File: src/rtl/cyclic_pkg.sv
// Shared types and constants for the systematic cyclic encoder.
package cyclic_pkg;

  typedef enum logic [1:0] {IDLE, MSG, PAR} state_t;

  localparam logic [3:0] G_7_4 = 4'b1011;

endpackage

File: src/rtl/lfsr_divider.sv
// Division register for the cyclic encoder: divides by GPOLY or shifts out the remainder.
module lfsr_divider #(
  parameter int         R     = 3,
  parameter logic [R:0] GPOLY = 4'b1011
) (
  input  logic         clk,
  input  logic         rst,
  input  logic         clr,
  input  logic         en,
  input  logic         din,
  input  logic         shift_out,
  output logic [R-1:0] r
);

  logic         w_fb;
  logic [R-1:0] w_next;

  assign w_fb      = din ^ r[R-1];
  assign w_next[0] = shift_out ? 1'b0 : (w_fb & GPOLY[0]);

  // In shift_out mode the remainder drains MSB first with zeros filling from below.
  for (genvar gi = 1; gi < R; gi++) begin : g_stage
    assign w_next[gi] = shift_out ? r[gi-1] : (r[gi-1] ^ (w_fb & GPOLY[gi]));
  end

  always_ff @(posedge clk) begin
    if (!rst) begin
      r <= '0;
    end else if (clr) begin
      r <= '0;
    end else if (en) begin
      r <= w_next;
    end
  end

endmodule

File: src/rtl/cyclic_encoder.sv
// Serial systematic (N,K) cyclic encoder: message bits then parity, highest degree first,
// with a valid/ready handshake on the codeword stream.
module cyclic_encoder
  import cyclic_pkg::*;
#(
  parameter int             N     = 7,
  parameter int             K     = 4,
  parameter logic [N-K:0]   GPOLY = G_7_4,
  localparam int            R     = N - K,
  localparam int            CW    = $clog2(N + 1)
) (
  input  logic          clk,
  input  logic          rst,
  input  logic          msg_valid,
  input  logic [K-1:0]  msg,
  output logic          msg_ready,
  input  logic          cw_ready,
  output logic          cw_valid,
  output logic          cw_bit,
  output logic          cw_last,
  output logic [CW-1:0] count,
  output logic [R-1:0]  parity,
  output logic          parity_valid
);

  localparam logic [CW-1:0] MSG_LAST  = CW'(K - 1);
  localparam logic [CW-1:0] CODE_LAST = CW'(N - 1);

  if (!(N > K && K >= 1)) begin : g_badSize
    $error("cyclic_encoder: need N > K >= 1");
  end
  if (GPOLY[0] != 1'b1 || GPOLY[R] != 1'b1) begin : g_badPoly
    $error("cyclic_encoder: GPOLY must have its x^0 and x^(N-K) coefficients set");
  end

  state_t        r_state, w_stateNext;
  logic [K-1:0]  r_msg;
  logic [CW-1:0] r_count;
  logic [R-1:0]  w_lfsr, w_parNext;
  logic          w_accept, w_fire, w_lastMsg, w_fb;

  assign msg_ready = (r_state == IDLE);
  assign cw_valid  = (r_state != IDLE);
  assign w_accept  = msg_ready & msg_valid;
  assign w_fire    = cw_valid & cw_ready;
  assign cw_bit    = (r_state == MSG) ? r_msg[K-1] : (r_state == PAR) ? w_lfsr[R-1] : 1'b0;
  assign cw_last   = cw_valid && (r_count == CODE_LAST);
  assign w_lastMsg = (r_state == MSG) && (r_count == MSG_LAST);
  assign count     = r_count;

  // The remainder the divider will hold after the final message bit, captured as parity.
  assign w_fb         = cw_bit ^ w_lfsr[R-1];
  assign w_parNext[0] = w_fb & GPOLY[0];
  for (genvar gi = 1; gi < R; gi++) begin : g_par
    assign w_parNext[gi] = w_lfsr[gi-1] ^ (w_fb & GPOLY[gi]);
  end

  lfsr_divider #(
    .R     (R),
    .GPOLY (GPOLY)
  ) u_div (
    .clk       (clk),
    .rst       (rst),
    .clr       (w_accept),
    .en        (w_fire),
    .din       (cw_bit),
    .shift_out (r_state == PAR),
    .r         (w_lfsr)
  );

  always_comb begin
    w_stateNext = r_state;
    case (r_state)
      IDLE:    if (msg_valid) w_stateNext = MSG;
      MSG:     if (w_fire && r_count == MSG_LAST) w_stateNext = PAR;
      PAR:     if (w_fire && r_count == CODE_LAST) w_stateNext = IDLE;
      default: w_stateNext = IDLE;
    endcase
  end

  // The message is held as a shift register so its MSB is always the bit on offer.
  always_ff @(posedge clk) begin
    if (!rst) begin
      r_state      <= IDLE;
      r_msg        <= '0;
      r_count      <= '0;
      parity       <= '0;
      parity_valid <= 1'b0;
    end else begin
      r_state <= w_stateNext;
      if (w_accept) begin
        r_msg        <= msg;
        r_count      <= '0;
        parity_valid <= 1'b0;
      end else if (w_fire) begin
        r_count <= cw_last ? '0 : r_count + 1'b1;
        if (r_state == MSG) r_msg <= r_msg << 1;
      end
      if (w_fire && w_lastMsg) begin
        parity       <= w_parNext;
        parity_valid <= 1'b1;
      end
    end
  end

endmodule

File: config.mk
export PLATFORM = sky130hd
export DESIGN_NAME = cyclic_encoder
export DESIGN_NICKNAME = d
export VERILOG_FILES = /design/src/rtl/cyclic_pkg.sv /design/src/rtl/lfsr_divider.sv /design/src/rtl/cyclic_encoder.sv
export SDC_FILE = /design/constraint.sdc
export NUM_CORES = 1
export LEC_CHECK = 0
export ABC_CLOCK_PERIOD_IN_PS = 1400
export BUFFER_PORTS_ARGS = -buffer_cell sky130_fd_sc_hd__buf_4
export CAP_MARGIN = 20
export CORE_MARGIN = 8
export CORE_UTILIZATION = 30
export CTS_CLUSTER_DIAMETER = 30
export CTS_CLUSTER_SIZE = 10
export DETAILED_ROUTE_END_ITERATION = 16
export SYNTH_ARGS = -nofsm -noshare
export SYNTH_HDL_FRONTEND = slang
export SYNTH_SLANG_ARGS = --single-unit
File: constraint.sdc
create_clock -name clk -period 1.4 [get_ports clk]
set_input_delay 0.28 -clock clk [delete_from_list [all_inputs] [get_ports clk]]
set_output_delay 0.28 -clock clk [all_outputs]
set_load 0.005 [all_outputs]
After elaboration in Yosys (flattened, before gate mapping)
Index checks and enable logic that the tools add are counted.
{"block": "totals", "output_inout_bits": 11, "inputBits": 8, "wordCells": 46, "reg_bits": 16}
{"block": "classes", "add_sub_neg": 1, "muxes": 14, "n_reduce_logical": 13, "bitwise": 5, "eq_ne": 7}
{"cell": "two-way mux 4 bit", "count": 3}
{"cell": "nonzero test 2 bit", "count": 4}
{"cell": "two-way mux 1 bit", "count": 6}
{"cell": "two-way mux 2 bit", "count": 3}
{"cell": "case mux 2 bit (3 select lines)", "count": 1}
{"cell": "logical AND 1 bit", "count": 5}
{"cell": "inequality test 2 bit (second input constant)", "count": 2}
{"cell": "adder 3 x 1 -> 3 bit (second input constant)", "count": 1}
{"cell": "equality test 3 x 2 -> 1 bit (second input constant)", "count": 1}
{"cell": "equality test 3 bit (second input constant)", "count": 1}
{"cell": "two-way mux 3 bit", "count": 1}
{"cell": "AND reduction 3 bit", "count": 1}
{"cell": "AND 1 bit", "count": 2}
{"cell": "equality test 2 x 1 -> 1 bit (second input constant)", "count": 1}
{"cell": "equality test 2 bit (second input constant)", "count": 1}
{"cell": "logical NOT 2 bit", "count": 1}
{"cell": "inequality test 2 x 1 -> 1 bit (second input constant)", "count": 1}
{"cell": "AND reduction 2 bit", "count": 1}
{"cell": "OR reduction 2 bit", "count": 1}
{"cell": "bitwise XOR 1 bit", "count": 2}
{"cell": "inverter 1 bit", "count": 1}

Logic depth before layout (Yosys ltp)
Gate-level depths: netlist of run 1.
{"block": "depth", "depth_word": 6, "mapped_depth": 7, "ltp_nobuf": 6}

By module
From an unflattened synthesis of run 1, not the netlist that was laid out.
{"block": "hier_totals", "cells_unflattened": 93, "hier_area_um2": 820.8}
{"mod": "cyclic_encoder", "instances": 1, "cells_each": 78, "area_each_um2": 675.6}
{"mod": "lfsr_divider", "instances": 1, "cells_each": 15, "area_each_um2": 145.1}

Worst setup path before layout of run 1
OpenSTA, ideal clock, no wires.
{"block": "synth_path", "path_type": "flip-flop to flip-flop", "startpoint": "register r_count[0], in the netlist count[0]", "endpoint": "register parity[1]", "setup_time_ns": 0.106, "path_slack_ns": 0.045, "required_time_ns": 1.294, "arrival_ns": 1.249, "synth_period_minus_slack_ns": 1.355, "path_stages_with_launch": 7, "path_cell_list": "dfxtp_1 -> ha_1 -> ha_1 -> nand4b_2 -> nor3b_1 -> nand2_1 -> o311ai_0"}
{"block": "synth_via", "elab_chain_cells": 3}
{"item": "start, declared", "line": "cyclic_encoder.sv:38", "source": "logic [CW-1:0] r_count;"}
{"item": "start signal, assigned", "line": "cyclic_encoder.sv:96", "source": "r_count <= cw_last ? '0 : r_count + 1'b1;"}
{"item": "equality test 3 x 2 -> 1 bit", "line": "cyclic_encoder.sv:48", "source": "assign w_lastMsg = (r_state == MSG) && (r_count == MSG_LAST);"}
{"item": "logical AND 1 bit", "line": "cyclic_encoder.sv:48"}
{"item": "logical AND 1 bit", "line": "cyclic_encoder.sv:99", "source": "if (w_fire && w_lastMsg) begin"}
{"item": "end signal, assigned", "line": "cyclic_encoder.sv:100", "source": "parity <= w_parNext;"}
{"item": "end, declared", "line": "cyclic_encoder.sv:22", "source": "output logic [R-1:0] parity,"}
No other way between the ends.
A chain may end at the register's enable or synchronous reset.

Worst setup path in the final report of run 1
{"block": "layout_path", "startpoint": "register r_state[1]", "endpoint": "output cw_last"}
{"block": "layout_via", "elab_chain_cells": 2}
{"item": "start, declared", "line": "cyclic_encoder.sv:36", "source": "state_t r_state, w_stateNext;"}
{"item": "start signal, assigned", "line": "cyclic_encoder.sv:90", "source": "r_state <= w_stateNext;"}
{"item": "nonzero test 2 bit", "line": "cyclic_encoder.sv:43", "source": "assign cw_valid = (r_state != IDLE);"}
{"item": "logical AND 1 bit", "line": "cyclic_encoder.sv:47", "source": "assign cw_last = cw_valid && (r_count == CODE_LAST);"}
{"item": "end, declared", "line": "cyclic_encoder.sv:20", "source": "output logic cw_last,"}
No other way between the ends.

==> results of run 1 <==
## flip-flops by register name, summed over array words and instances (netlist names)
| register | cells |
|---|---|
| r_msg | 4 |
| count | 3 |
| parity | 3 |
| u_div.r | 3 |
| r_state | 2 |
| parity_valid | 1 |
## cell type report
cell class	instances	area share, %
Multi-Input combinational cell	68	42.0
Timing Repair Buffer	41	25.7
Sequential cell	16	25.6
Tap cell	31	2.99
Clock buffer	4	2.79
Inverter	3	0.867
## worst reg2reg max path, cell delays in order (launching register included)
cell,delay [ns]
dfxtp_4,0.36
buf_6,0.13
or3b_4,0.40
o211ai_4,0.10
mux2_4,0.33
o21ai_2,0.06
## stage by stage
stage / cells / TNS, ns
3_5_place_dp: 148 / -0.0761
6_report: 163 / -0.116
4_1_cts: 159 / -0.238
3_3_place_gp: 148 / 0
5_1_grt: 163 / -0.333
2_1_floorplan: 92 / 0
## path summary, 6_finish.rpt
kind / from / endpoint / slack, ns / depth (start not counted)
setup / recovery: r_state[1] / cw_last / -0.06 / 3
hold / removal: msg[0] / r_msg[0] / 0.27 / 3
setup reg to reg: r_state[0] / u_div.r[1] / -0.03 / 5
hold reg to reg: parity_valid / parity_valid / 0.47 / 2
## cells by family (layout without fill, tap and decap cells)
kind of cell | count (synthesis) | in the layout | share of synthesized area (%)
buffers and inverters | 8 | 48 | 5.34
AND/OR/NAND/NOR | 42 | 42 | 29.5
adder cells (fa/ha/maj) | 3 | 3 | 4.58
multiplexers | 2 | 2 | 3.05
AO/OA/AOI/OAI | 21 | 21 | 18.5
flip-flops | 16 | 16 | 39.1
## metal layers
layer / up-vias / share of wire, % / global-route usage, %
li1: 409 / - / -
met1: 378 / 46 / 11.4
met2: 19 / 49 / 15.6
met3: 0 / 5.0 / 3.27
met4: 0 / 0 / 1.79
met5: - / 0 / 0
## power breakdown
part / leakage, nW / internal, mW / switching (mW)
combinational: 0.397 / 0.0771 / 0.0673
sequential: 0.133 / 0.464 / 0.00705
clock: 0.0210 / 0.158 / 0.141
## cell usage after synthesis, types with 2 or more instances
cell type and number:
and2_1 2, ha_1 3, nand3_1 3, nor2_1 5, a21boi_0 5, o21ai_0 2, nor2b_1 3, nand2_1 13
buf_2 2, nor3b_1 2, a21oi_1 4, nor3_1 3, a22oi_1 4, inv_1 3, dfxtp_1 16
## timing repair
item | CTS | global route
setup endpoints to repair | 6 | 16
hold buffers | 0 | 0
gates resized for setup | 21 | 17
pin swaps | 6 | 4
buffers inserted | 7 | 4
==> flow_summary_export.csv, run 1 <==
group,metric,value,unit
layout,layout-drive-gt1-share,52.3,%
worst_setup_path,path_cells,"or2_4 > and2_4 > buf_6",
grt,antenna_found_initial,0,
layout,areaGrowthSynthToFinish,58.5,%
placement,dp_slack,-0.0611,ns
power,p_total,0.914,mW
synth,synth_top_area_share,39.1,%
layout,most-common-layout-cells,"buf_4, nand2_1, dfxtp_1",
timing,timing.hold.ws,0.272,ns
synth,synth_area,820,um^2
cts,path_clk_slew,0.10,ns
routing,vias,806,
flow_run,drv_cap,0,
routing,vias_per_cell,4.94,
placement,globalplace.congestion,0.782,
power,vdd_drop_max,527,uV
routing,wirelength,2100,um
status,status,"finished with violations",
grt,grt_pass1_wl,3430,um
placement,place_area,1050,um^2
worst_setup_path,cp_max_fo,4,
layout,multi_input_area,546,um^2
routing,dr.pass1.iters,4,
timing,skew,0.00581,ns
grt,grt.total_usage,9.33,%
timing,worst_pin_slew,0.235,ns
layout,final_nets,144,
timing,period_share,104,%
cts,cts.sinks,16,
floorplan,io_pins,19,
worst_setup_path,critPathLaunchType,"flip-flop",
layout,fin_util,48.3,%
layout,fin_area,1300,um^2
floorplan,core_region_area,2690,um^2
grt,grt_overflow,0,
synth,synthArstFlopShare,0,%
status,violations,"setup timing",
worst_setup_path,crit_buf_inv,1,
floorplan,die_area,4660,um^2
worst_setup_path,worstSetupEndpointType,"output port",
worst_setup_path,required,1.12,ns
layout,layout_commonest_cell,"buf_4",
layout,ff_latch_area,333,um^2
timing,setup_violations,3,
grt,grt_start_max_net_pins,16,
worst_setup_path,cp.arrival,1.18,ns
floorplan,die-height,68.3,um
synth,synthesis.nets,103,
floorplan,die_w,68.3,um
worst_setup_path,critPathKind,"reg2out",
cts,root_buffer,"clkbuf_4",
timing,min_period,1.46,ns
cts,numCtsBuffers,3,
timing,slew_headroom,84.1,%
worst_setup_path,cp_top_family,"simple AND/OR/NAND/NOR gates",
timing,max_freq,0.684,GHz
cts,htreeDepth,1,
timing,final_hold_viol_count,0,
timing,rsz0062_at_grt,"yes",
synth,synth-edff-count,0,
worst_setup_path,slowest_stage,"dfxtp_4",
grt,first_global_vias,769,
synth,avgSynthCellArea,8.91,um^2
routing,drc,0,
power,p_per_area,704,nW/um^2
placement,port_buffers,18,
layout,fillers,252,
worst_setup_path,slowest_delay,0.38,ns
synth,ys_warn_count,0,
floorplan,rows,19,
timing,slew_viol_final,0,
synth,ys_top_cells_by_area,"dfxtp_1, nand2_1, a21boi_0",
floorplan,initial_core_util,30.5,%
timing,timing.final.ws_setup,-0.0619,ns
routing,antenna_left,0,
layout,antenna_cells,0,
routing,wl_per_cell,12.9,um
synth,ys_types,37,
synth,syn_inst,92,
routing,drt-initial-drc-count,12,
power,p_leak,0.551,nW
synth,synth_top_area_cell,"dfxtp_1",
placement,dp_hpwl,1440,um
synth,ys_seq_elements,16,
worst_hold_path,hold_path.class,"in2reg",
cts,clockBufferDepth,2,
synth,yosysSeqAreaShare,39.1,%
cts,clkLatencyLatePin,0.28,ns
synth,synth_flop_cell,"dfxtp_1",
cts,cts_tree,"yes",
No activity file was read; power rests on OpenSTA's default activity.
==> run 2, diff against run 1 <==
--- a/config.mk
+++ b/config.mk
@@ -6,7 +6,7 @@
 export NUM_CORES = 1
 export LEC_CHECK = 0
 export ABC_CLOCK_PERIOD_IN_PS = 1400
-export BUFFER_PORTS_ARGS = -buffer_cell sky130_fd_sc_hd__buf_4
+export BUFFER_PORTS_ARGS = -buffer_cell sky130_fd_sc_hd__buf_2
 export CAP_MARGIN = 20
 export CORE_MARGIN = 8
 export CORE_UTILIZATION = 30
@@ -15,4 +15,5 @@
 export DETAILED_ROUTE_END_ITERATION = 16
 export SYNTH_ARGS = -nofsm -noshare
 export SYNTH_HDL_FRONTEND = slang
+export SYNTH_HIERARCHICAL = 1
 export SYNTH_SLANG_ARGS = --single-unit
==> flow_summary_export.csv, run 2 <==
group,metric,value,unit
cts,cts_tree,"yes",
synth,yosysSeqAreaShare,39.0,%
worst_setup_path,critPathKind,"reg2out",
routing,vias,751,
cts,clockBufferDepth,2,
worst_setup_path,required,1.12,ns
layout,fin_cells,155,
timing,finalSetupTns,-0.116,ns
layout,largest_register_ffs,4,
cts,numCtsBuffers,3,
floorplan,initial_core_util,30.6,%
synth,synth_top_area_share,39.0,%
floorplan,io_pins,19,
layout,antenna_cells,0,
placement,globalplace.congestion,0.800,
power,p_per_area,796,nW/um^2
floorplan,core_region_area,2690,um^2
synth,ys_top_cells_by_area,"dfxtp_1, ha_1, o221a_2",
placement,place_area,993,um^2
placement,dp_hpwl,1520,um
synth,synth_area,821,um^2
routing,dr.pass1.iters,4,
cts,root_buffer,"clkbuf_4",
floorplan,die_area,4670,um^2
placement,place_inst,145,
grt,grt_overflow,0,
synth,synthesis.nets,104,
layout,final_nets,136,
cts,cts.sinks,16,
worst_setup_path,path_cells,"ha_4 > and2_4 > nor2b_1 > buf_2",
floorplan,die_w,68.3,um
timing,slew_viol_final,0,
worst_setup_path,cp.arrival,1.19,ns
routing,vias_per_cell,4.85,
layout,multi_input_area,514,um^2
floorplan,die-height,68.3,um
placement,port_buffers,18,
timing,min_period,1.47,ns
layout,ff_latch_area,334,um^2
status,violations,"setup timing",
worst_setup_path,crit_buf_inv,1,
worst_setup_path,worstSetupEndpointType,"output port",
layout,fillers,279,
power,p_leak,0.495,nW
worst_setup_path,slowest_delay,0.37,ns
synth,synth_flop_cell,"dfxtp_1",
synth,avgSynthCellArea,8.83,um^2
timing,skew,0.00712,ns
synth,ys_warn_count,6,
synth,synth_most_common_cell,"dfxtp_1",
layout,regMostFlops,"r_msg",
layout,fin_area,1160,um^2
routing,wirelength,1990,um
layout,most-common-layout-cells,"buf_2, buf_4, dfxtp_1",
synth,syn_inst,93,
timing,slew_headroom,78.9,%
timing,setup_violations,3,
routing,antenna_left,0,
worst_setup_path,cp_top_family,"flip-flops",
cts,htreeDepth,1,
timing,max_freq,0.679,GHz
synth,ys_seq_elements,16,
power,p_total,0.926,mW
floorplan,rows,19,
timing,worst_pin_slew,0.317,ns
layout,layout_commonest_cell,"buf_2",
layout,areaGrowthSynthToFinish,41.6,%
timing,final_hold_viol_count,0,
routing,wl_per_cell,12.8,um
worst_setup_path,slowest_stage,"dfxtp_4",
cts,clkLatencyLatePin,0.30,ns
synth,synth_top_area_cell,"dfxtp_1",
grt,first_global_vias,757,
worst_setup_path,cp_max_fo,4,
synth,synth-edff-count,0,
synth,synthArstFlopShare,0,%
timing,timing.hold.ws,0.232,ns
timing,timing.final.ws_setup,-0.0730,ns
timing,period_share,105,%
layout,layout-drive-gt1-share,46.8,%
grt,grt_pass1_wl,3350,um
power,vdd_drop_max,509,uV
synth,synth_top_cells_by_count,"dfxtp_1, inv_1, nand2_1",
grt,antenna_found_initial,0,
worst_hold_path,hold_path.class,"in2reg",
routing,drt-initial-drc-count,5,
worst_setup_path,critPathLaunchType,"flip-flop",
flow_run,drv_cap,0,
synth,ys_types,30,
timing,rsz0062_at_grt,"yes",
routing,drc,0,
cts,path_clk_slew,0.10,ns
grt,grt.total_usage,9.47,%
status,status,"finished with violations",
grt,grt_start_max_net_pins,14,
run 2: metrics by stage:
| step | worst slack (ns) | utilization (%) |
|---|---|---|
| detailed placement | -0.0628 | 37.0 |
| finish | -0.0730 | 43.3 |
| global route | -0.121 | 43.3 |
| floorplan | 0.00313 | - |
| global placement | -0.0294 | 37.0 |
| CTS | -0.0935 | 41.1 |
run 2: logic make-up (layout without fill, tap and decap cells):
logic type               after synthesis  count (layout)  share of synthesized area [%]
AND/OR/NAND/NOR                       33              33                           23.0
buffers and inverters                 13              44                           7.47
multiplexers                           3               3                           3.66
XOR/XNOR                               3               3                           3.20
AO/OA/AOI/OAI                         22              22                           19.1
adder cells (fa/ha/maj)                3               3                           4.57
flip-flops                            16              16                           39.0
run 2: worst paths after layout:
check	startpoint	endpoint	slack, ns	depth (start not counted)
max	count[1]	cw_last	-0.07	4
max reg2reg	count[0]	parity[2]	-0.04	6
min reg2reg	parity[1]	parity[1]	0.48	2
min	msg[0]	r_msg[0]	0.23	3
run 2: layer usage:
metal	track usage, %	share of wire, %	vias up
met5	0	0	-
met4	5.37	1.9	0
met3	2.13	2.2	3
met2	16.3	52	10
met1	10.5	44	353
li1	-	-	385
run 2: area by class of cell:
class,count,share of cell area (%)
multi-input cells,64,44.2
flip-flops and latches,16,28.7
repair buffers,32,18.0
well taps,31,3.34
clock buffers,4,3.12
inverters,8,2.58
run 2: where the power goes:
| group | leakage (nW) | internal (mW) | switching (mW) |
|---|---|---|---|
| Combinational | 0.341 | 0.0661 | 0.0623 |
| Sequential | 0.133 | 0.466 | 0.0140 |
| Clock | 0.0210 | 0.159 | 0.158 |
| Total | 0.495 | 0.691 | 0.235 |
run 2: worst register-to-register path, delay by kind of cell (launching register included):
| family | cells | cell delay (ns) |
|---|---|---|
| adder cells (fa/ha/maj) | 2 | 0.32 |
| buffers and inverters | 1 | 0.11 |
| flip-flops | 1 | 0.34 |
| multiplexers | 1 | 0.20 |
| AND/OR/NAND/NOR | 2 | 0.37 |
run 2: what timing repair did:
| action | CTS | global route |
|---|---|---|
| buffers inserted | 4 | 2 |
| pin swaps | 5 | 4 |
| endpoints found under the setup margin | 9 | 11 |
| hold buffers | 0 | 0 |
| resized for setup | 16 | 8 |
